$ cat src/rtl/mem_arbiter_pkg.sv
// Shared configuration for the memory arbiter: datapath width, FSM states,
// grant identifiers and the default abort timeout.
`ifndef CPU_WIDTH
`define CPU_WIDTH 64
`endif

package mem_arbiter_pkg;

  // Default number of BUSY cycles a transaction may wait for ready
  localparam int MAX_WAIT_DEFAULT = 255;

  typedef enum logic [1:0] {
    ST_IDLE    = 2'd0,
    ST_IF_BUSY = 2'd1,
    ST_LS_BUSY = 2'd2
  } arb_state_e;

  typedef enum logic {
    GNT_IF = 1'b0,
    GNT_LS = 1'b1
  } grant_e;

endpackage

$ cat src/rtl/mem_arbiter.sv
// Two-port (fetch, load/store) arbiter onto one memory request port.
// Latency: request in IDLE at N -> o_mem_valid at N+1; ack one cycle after ready.
// Backpressure: requesters stall until their ack; memory stalls via i_mem_ready.
`ifndef CPU_WIDTH
`define CPU_WIDTH 64
`endif

module mem_arbiter
  import mem_arbiter_pkg::*;
#(
  parameter int MAX_WAIT = MAX_WAIT_DEFAULT,
  parameter int CNT_W    = 8
) (
  input  logic                    i_clk,
  input  logic                    i_rst,
  input  logic                    i_if_req,
  input  logic [`CPU_WIDTH-1:0]   i_if_addr,
  output logic                    o_if_ack,
  output logic [`CPU_WIDTH-1:0]   o_if_rdata,
  output logic                    o_if_stall,
  input  logic                    i_ls_req,
  input  logic                    i_ls_wen,
  input  logic [`CPU_WIDTH-1:0]   i_ls_addr,
  input  logic [`CPU_WIDTH-1:0]   i_ls_wdata,
  input  logic [7:0]              i_ls_wmask,
  output logic                    o_ls_ack,
  output logic [`CPU_WIDTH-1:0]   o_ls_rdata,
  output logic                    o_ls_stall,
  output logic                    o_mem_valid,
  output logic                    o_mem_wen,
  output logic [`CPU_WIDTH-1:0]   o_mem_addr,
  output logic [`CPU_WIDTH-1:0]   o_mem_wdata,
  output logic [7:0]              o_mem_wmask,
  input  logic                    i_mem_ready,
  input  logic [`CPU_WIDTH-1:0]   i_mem_rdata,
  output logic                    o_timeout
);

  arb_state_e              state_q, state_d;
  grant_e                  last_q, last_d;
  logic                    mem_valid_q, mem_valid_d;
  logic                    wen_q, wen_d;
  logic [`CPU_WIDTH-1:0]   addr_q, addr_d;
  logic [`CPU_WIDTH-1:0]   wdata_q, wdata_d;
  logic [7:0]              wmask_q, wmask_d;
  logic [`CPU_WIDTH-1:0]   if_rdata_q, if_rdata_d;
  logic [`CPU_WIDTH-1:0]   ls_rdata_q, ls_rdata_d;
  logic                    if_ack_q, if_ack_d;
  logic                    ls_ack_q, ls_ack_d;
  logic                    timeout_q, timeout_d;
  logic [CNT_W-1:0]        cnt_q, cnt_d;

  // A requester still holds req during its own ack cycle; that is the
  // completed request, not a new one, so it must not be re-granted.
  logic if_req_eff, ls_req_eff, ls_wins;
  assign if_req_eff = i_if_req & ~if_ack_q;
  assign ls_req_eff = i_ls_req & ~ls_ack_q;
  assign ls_wins    = ls_req_eff & (~if_req_eff | (last_q != GNT_LS));

  // Next-state: arbitration in IDLE, completion/abort and wait counting in BUSY
  always_comb begin
    state_d     = state_q;
    last_d      = last_q;
    mem_valid_d = mem_valid_q;
    wen_d       = wen_q;
    addr_d      = addr_q;
    wdata_d     = wdata_q;
    wmask_d     = wmask_q;
    if_rdata_d  = if_rdata_q;
    ls_rdata_d  = ls_rdata_q;
    if_ack_d    = 1'b0;
    ls_ack_d    = 1'b0;
    timeout_d   = timeout_q;
    cnt_d       = cnt_q;
    case (state_q)
      ST_IDLE: begin
        if (ls_wins) begin
          state_d     = ST_LS_BUSY;
          last_d      = GNT_LS;
          mem_valid_d = 1'b1;
          wen_d       = i_ls_wen;
          addr_d      = i_ls_addr;
          wdata_d     = i_ls_wdata;
          wmask_d     = i_ls_wmask;
          cnt_d       = '0;
        end else if (if_req_eff) begin
          state_d     = ST_IF_BUSY;
          last_d      = GNT_IF;
          mem_valid_d = 1'b1;
          wen_d       = 1'b0;
          addr_d      = i_if_addr;
          wdata_d     = '0;
          wmask_d     = '0;
          cnt_d       = '0;
        end
      end
      ST_IF_BUSY, ST_LS_BUSY: begin
        // Ready has priority; abort fires in the MAX_WAIT-th BUSY cycle
        // without ready, so o_mem_valid is high for exactly MAX_WAIT cycles.
        if (i_mem_ready || (cnt_q == CNT_W'(MAX_WAIT - 1))) begin
          state_d     = ST_IDLE;
          mem_valid_d = 1'b0;
          if (!i_mem_ready) begin
            timeout_d = 1'b1;
          end
          if (state_q == ST_LS_BUSY) begin
            ls_ack_d   = 1'b1;
            ls_rdata_d = i_mem_ready ? i_mem_rdata : '0;
          end else begin
            if_ack_d   = 1'b1;
            if_rdata_d = i_mem_ready ? i_mem_rdata : '0;
          end
        end
        if (!i_mem_ready && (cnt_q != CNT_W'(MAX_WAIT))) begin
          cnt_d = cnt_q + 1'b1;
        end
      end
      default: begin
        state_d     = ST_IDLE;
        mem_valid_d = 1'b0;
      end
    endcase
  end

  // State and all registered outputs; reset drops an in-flight transaction
  always_ff @(posedge i_clk or posedge i_rst) begin
    if (i_rst) begin
      state_q     <= ST_IDLE;
      last_q      <= GNT_IF;
      mem_valid_q <= 1'b0;
      wen_q       <= 1'b0;
      addr_q      <= '0;
      wdata_q     <= '0;
      wmask_q     <= '0;
      if_rdata_q  <= '0;
      ls_rdata_q  <= '0;
      if_ack_q    <= 1'b0;
      ls_ack_q    <= 1'b0;
      timeout_q   <= 1'b0;
      cnt_q       <= '0;
    end else begin
      state_q     <= state_d;
      last_q      <= last_d;
      mem_valid_q <= mem_valid_d;
      wen_q       <= wen_d;
      addr_q      <= addr_d;
      wdata_q     <= wdata_d;
      wmask_q     <= wmask_d;
      if_rdata_q  <= if_rdata_d;
      ls_rdata_q  <= ls_rdata_d;
      if_ack_q    <= if_ack_d;
      ls_ack_q    <= ls_ack_d;
      timeout_q   <= timeout_d;
      cnt_q       <= cnt_d;
    end
  end

  assign o_if_ack    = if_ack_q;
  assign o_ls_ack    = ls_ack_q;
  assign o_if_rdata  = if_rdata_q;
  assign o_ls_rdata  = ls_rdata_q;
  assign o_if_stall  = i_if_req & ~if_ack_q;
  assign o_ls_stall  = i_ls_req & ~ls_ack_q;
  assign o_mem_valid = mem_valid_q;
  assign o_mem_wen   = wen_q;
  assign o_mem_addr  = addr_q;
  assign o_mem_wdata = wdata_q;
  assign o_mem_wmask = wmask_q;
  assign o_timeout   = timeout_q;

endmodule

$ cat config.mk
export PLATFORM = sky130hd
export DESIGN_NAME = mem_arbiter
export DESIGN_NICKNAME = d
export VERILOG_FILES = /design/src/rtl/mem_arbiter_pkg.sv /design/src/rtl/mem_arbiter.sv
export SDC_FILE = /design/constraint.sdc
export NUM_CORES = 1
export LEC_CHECK = 0
export BUFFER_PORTS_ARGS = -buffer_cell sky130_fd_sc_hd__clkbuf_2
export CORE_AREA = 2 2 210 212
export DETAILED_ROUTE_END_ITERATION = 10
export DIE_AREA = 0 0 212 214
export SLEW_MARGIN = 10
export SYNTH_ARGS = -nofsm -noshare
export SYNTH_HDL_FRONTEND = slang
export SYNTH_SLANG_ARGS = --single-unit
$ cat constraint.sdc
create_clock -name i_clk -period 22.3 [get_ports i_clk]
set_input_delay 3.345 -clock i_clk [delete_from_list [all_inputs] [get_ports i_clk]]
set_output_delay 3.345 -clock i_clk [all_outputs]
set_load 0.1 [all_outputs]
==> metrics.txt <==
drt total wl around 35000 microns; total CTS buffers 31; clk sink count 280; total number of yosys warnings 0; Core Region 0.0429 sq mm; Synth area leaders dfrtp_1 (63%), a32o_1 (12%), a22o_1 (5.8%); vias in the first global route 9338; status completed; Setup violations, final 0; total gr overflow 0; Post-route DRC 0; total track usage 0.148; fmax about 130 MHz; DIE WIDTH 212 microns; most frequent cells in the layout clkbuf_2 (539), dfrtp_1 (280), a32o_1 (128); clk_skew 0.0272 ns; Die H roughly 210 microns; pin count of the biggest net entering global routing 137; Hold Violations, Final 0; vias per cell 4.72; critical path class primary input to primary output; Placer Congestion 0.961; cell taking the most area after synthesis dfrtp_1; critical-path cell list clkbuf_2 > nor2b_1 > buf_4 > clkbuf_2; Layout area overhead 37.4%; Routed wire per std cell around 18 microns; hpwl dp 24400 microns; filler instances 4318; site row count 76; CP most frequent cell clkbuf_2; hold-fix buffers at CTS 0; critical path launch point type primary input; Synth Instances 832; required time worst endpoint 18.95 ns; RSZ-0062 raised after global routing false; Crit path arrival time 4.43 ns; min cycle time layout 7.77 ns; Max Cap Violations 0; Clock Path Buffers 3; cell area after synthesis 0.0111 sq mm; sequential cell area 0.00701 sq mm; Max H-tree Level 1; first-pass GRT wire length around 54000 microns; num ports roughly 540; Worst-path clk slew 0.06 ns; Syn Area/Cell 13.4 sq um; Starting DRT DRC Count ~710; Main synth FF type dfrtp_1; Buf+Inv Stages, Crit Path 3; max_slew headroom 0.325; Nets ~1600; total number of vias 9157; Synth top area share 0.630; drt pass-1 iters 5; slowest CP cell clkbuf_2; Seq/Total Area, Yosys 0.630; clock root buffer clkbuf_16; Setup crit end kind primary output; Setup Buffers After CTS 0; Crit path largest cell delay between 0.4 and 0.5 ns; crit-path leading delay family buffers and inverters; final worst path period share 0.349; ys async rst share 1.00; PostCTS Resize Cnt 0; Hold Crit Class register to register; multi-input combinational cell area 0.00365 sq mm; Worst-Margin Slew approximately 1.0 ns; antenna-violating nets left 0; TritonCTS clock tree yes; I/O Buffers 540; Yosys cell types 43; Synth Register Bits 280; EDFF count, synth 0; Die ar. 0.0454 sq mm; antenna violations before repair 2; fraction of layout cells with a size suffix above 1 0.455; crit-path max FO 7; commonest non-fill, non-tap cell in the layout clkbuf_2; Initial Util 0.259; clk_lat worst skew about 0.58 ns; setup TNS 0 ns; Slew Limit Fails 0; Mapped Nets between 1000 and 1500
[path summary, 6_finish.rpt]
| check | start | end | slack, ns | cells after the start |
|---|---|---|---|---|
| min in group asynchronous | i_rst | o_mem_addr[42] | 2.93 | 2 |
| hold reg to reg | o_mem_addr[51] | o_mem_addr[51] | 0.47 | 2 |
| setup reg to reg | o_ls_ack | o_mem_addr[6] | 19.13 | 6 |
| hold / removal | o_mem_addr[51] | o_mem_addr[51] | 0.47 | 2 |
| max in group asynchronous | i_rst | o_if_rdata[37] | 16.99 | 4 |
| setup / recovery | i_if_req | o_if_stall | 14.53 | 4 |
[per-layer routing]
layer,track usage,vias up,share of wire
met5,0,-,0.00038
met4,0.0554,2,0.032
met3,0.0308,76,0.066
met2,0.249,345,0.50
met1,0.186,4536,0.40
li1,-,4198,-
[area by class of cell]
class                   instances  share of cell area
diodes                          1            0.000164
clock buffers                  40              0.0563
clock inverters                11              0.0115
inverters                      12             0.00344
multi-input cells             458               0.239
flip-flops and latches        280               0.459
well taps                     585              0.0479
repair buffers                552               0.183
[kinds of logic (layout without fill, tap and decap cells)]
group	Yosys count	in the layout	share of synthesized area
adder cells (fa/ha/maj)	4	4	0.00450
multiplexers	65	65	0.0590
buffers and inverters	94	615	0.0453
AO/OA/AOI/OAI	290	290	0.221
other	0	1	0
AND/OR/NAND/NOR	99	99	0.0396
flip-flops	280	280	0.630
[per-stage QoR]
| step | util | hold slack [ns] | cell area (sq um) | std cells | worst slack [ns] |
|---|---|---|---|---|---|
| CTS | 0.356 | 0.483 | 15300 | 1938 | 14.42 |
| floorplan | - | 0.473 | 11100 | 832 | 11.23 |
| detailed placement | 0.332 | 0.465 | 14200 | 1887 | 14.42 |
| finish | 0.356 | 0.474 | 15300 | 1939 | 14.53 |
| global placement | 0.332 | 0.459 | 14200 | 1887 | 14.38 |
| global route | 0.356 | 0.498 | 15300 | 1939 | 14.41 |
[flip-flops by register name, indices dropped and copies added, names as in the netlist]
register / flops
o_mem_wmask: 8
o_mem_addr: 64
o_mem_wen: 1
o_timeout: 1
cnt_q: 8
o_ls_ack: 1
o_mem_wdata: 64
o_if_rdata: 64
last_q: 1
o_if_ack: 1
o_mem_valid: 1
o_ls_rdata: 64
state_q: 2
[tightest hold or removal path, stage by stage, from the launching register on]
cell     delay [ns]
dfrtp_1        0.34
nand2_1        0.04
o21ai_0        0.05
[cells in the mapped netlist (3+ instances only)]
cell type  count
buf_6         12
buf_4          7
nor3_1         4
mux2i_1       64
nand2_1       65
dfrtp_1      280
o211ai_1       4
inv_1         10
clkbuf_1      35
o21ai_0       62
a32o_1       128
ha_1           4
and2_1         3
buf_2         27
a21oi_1        3
o21ai_1        3
nand3_1        5
a22o_1        74
nand4_1        3
nor2_1         7
o21ai_2        3
Power is not shown: default switching activity piles up to over one toggle a cycle in this logic, so the estimate is an artifact.
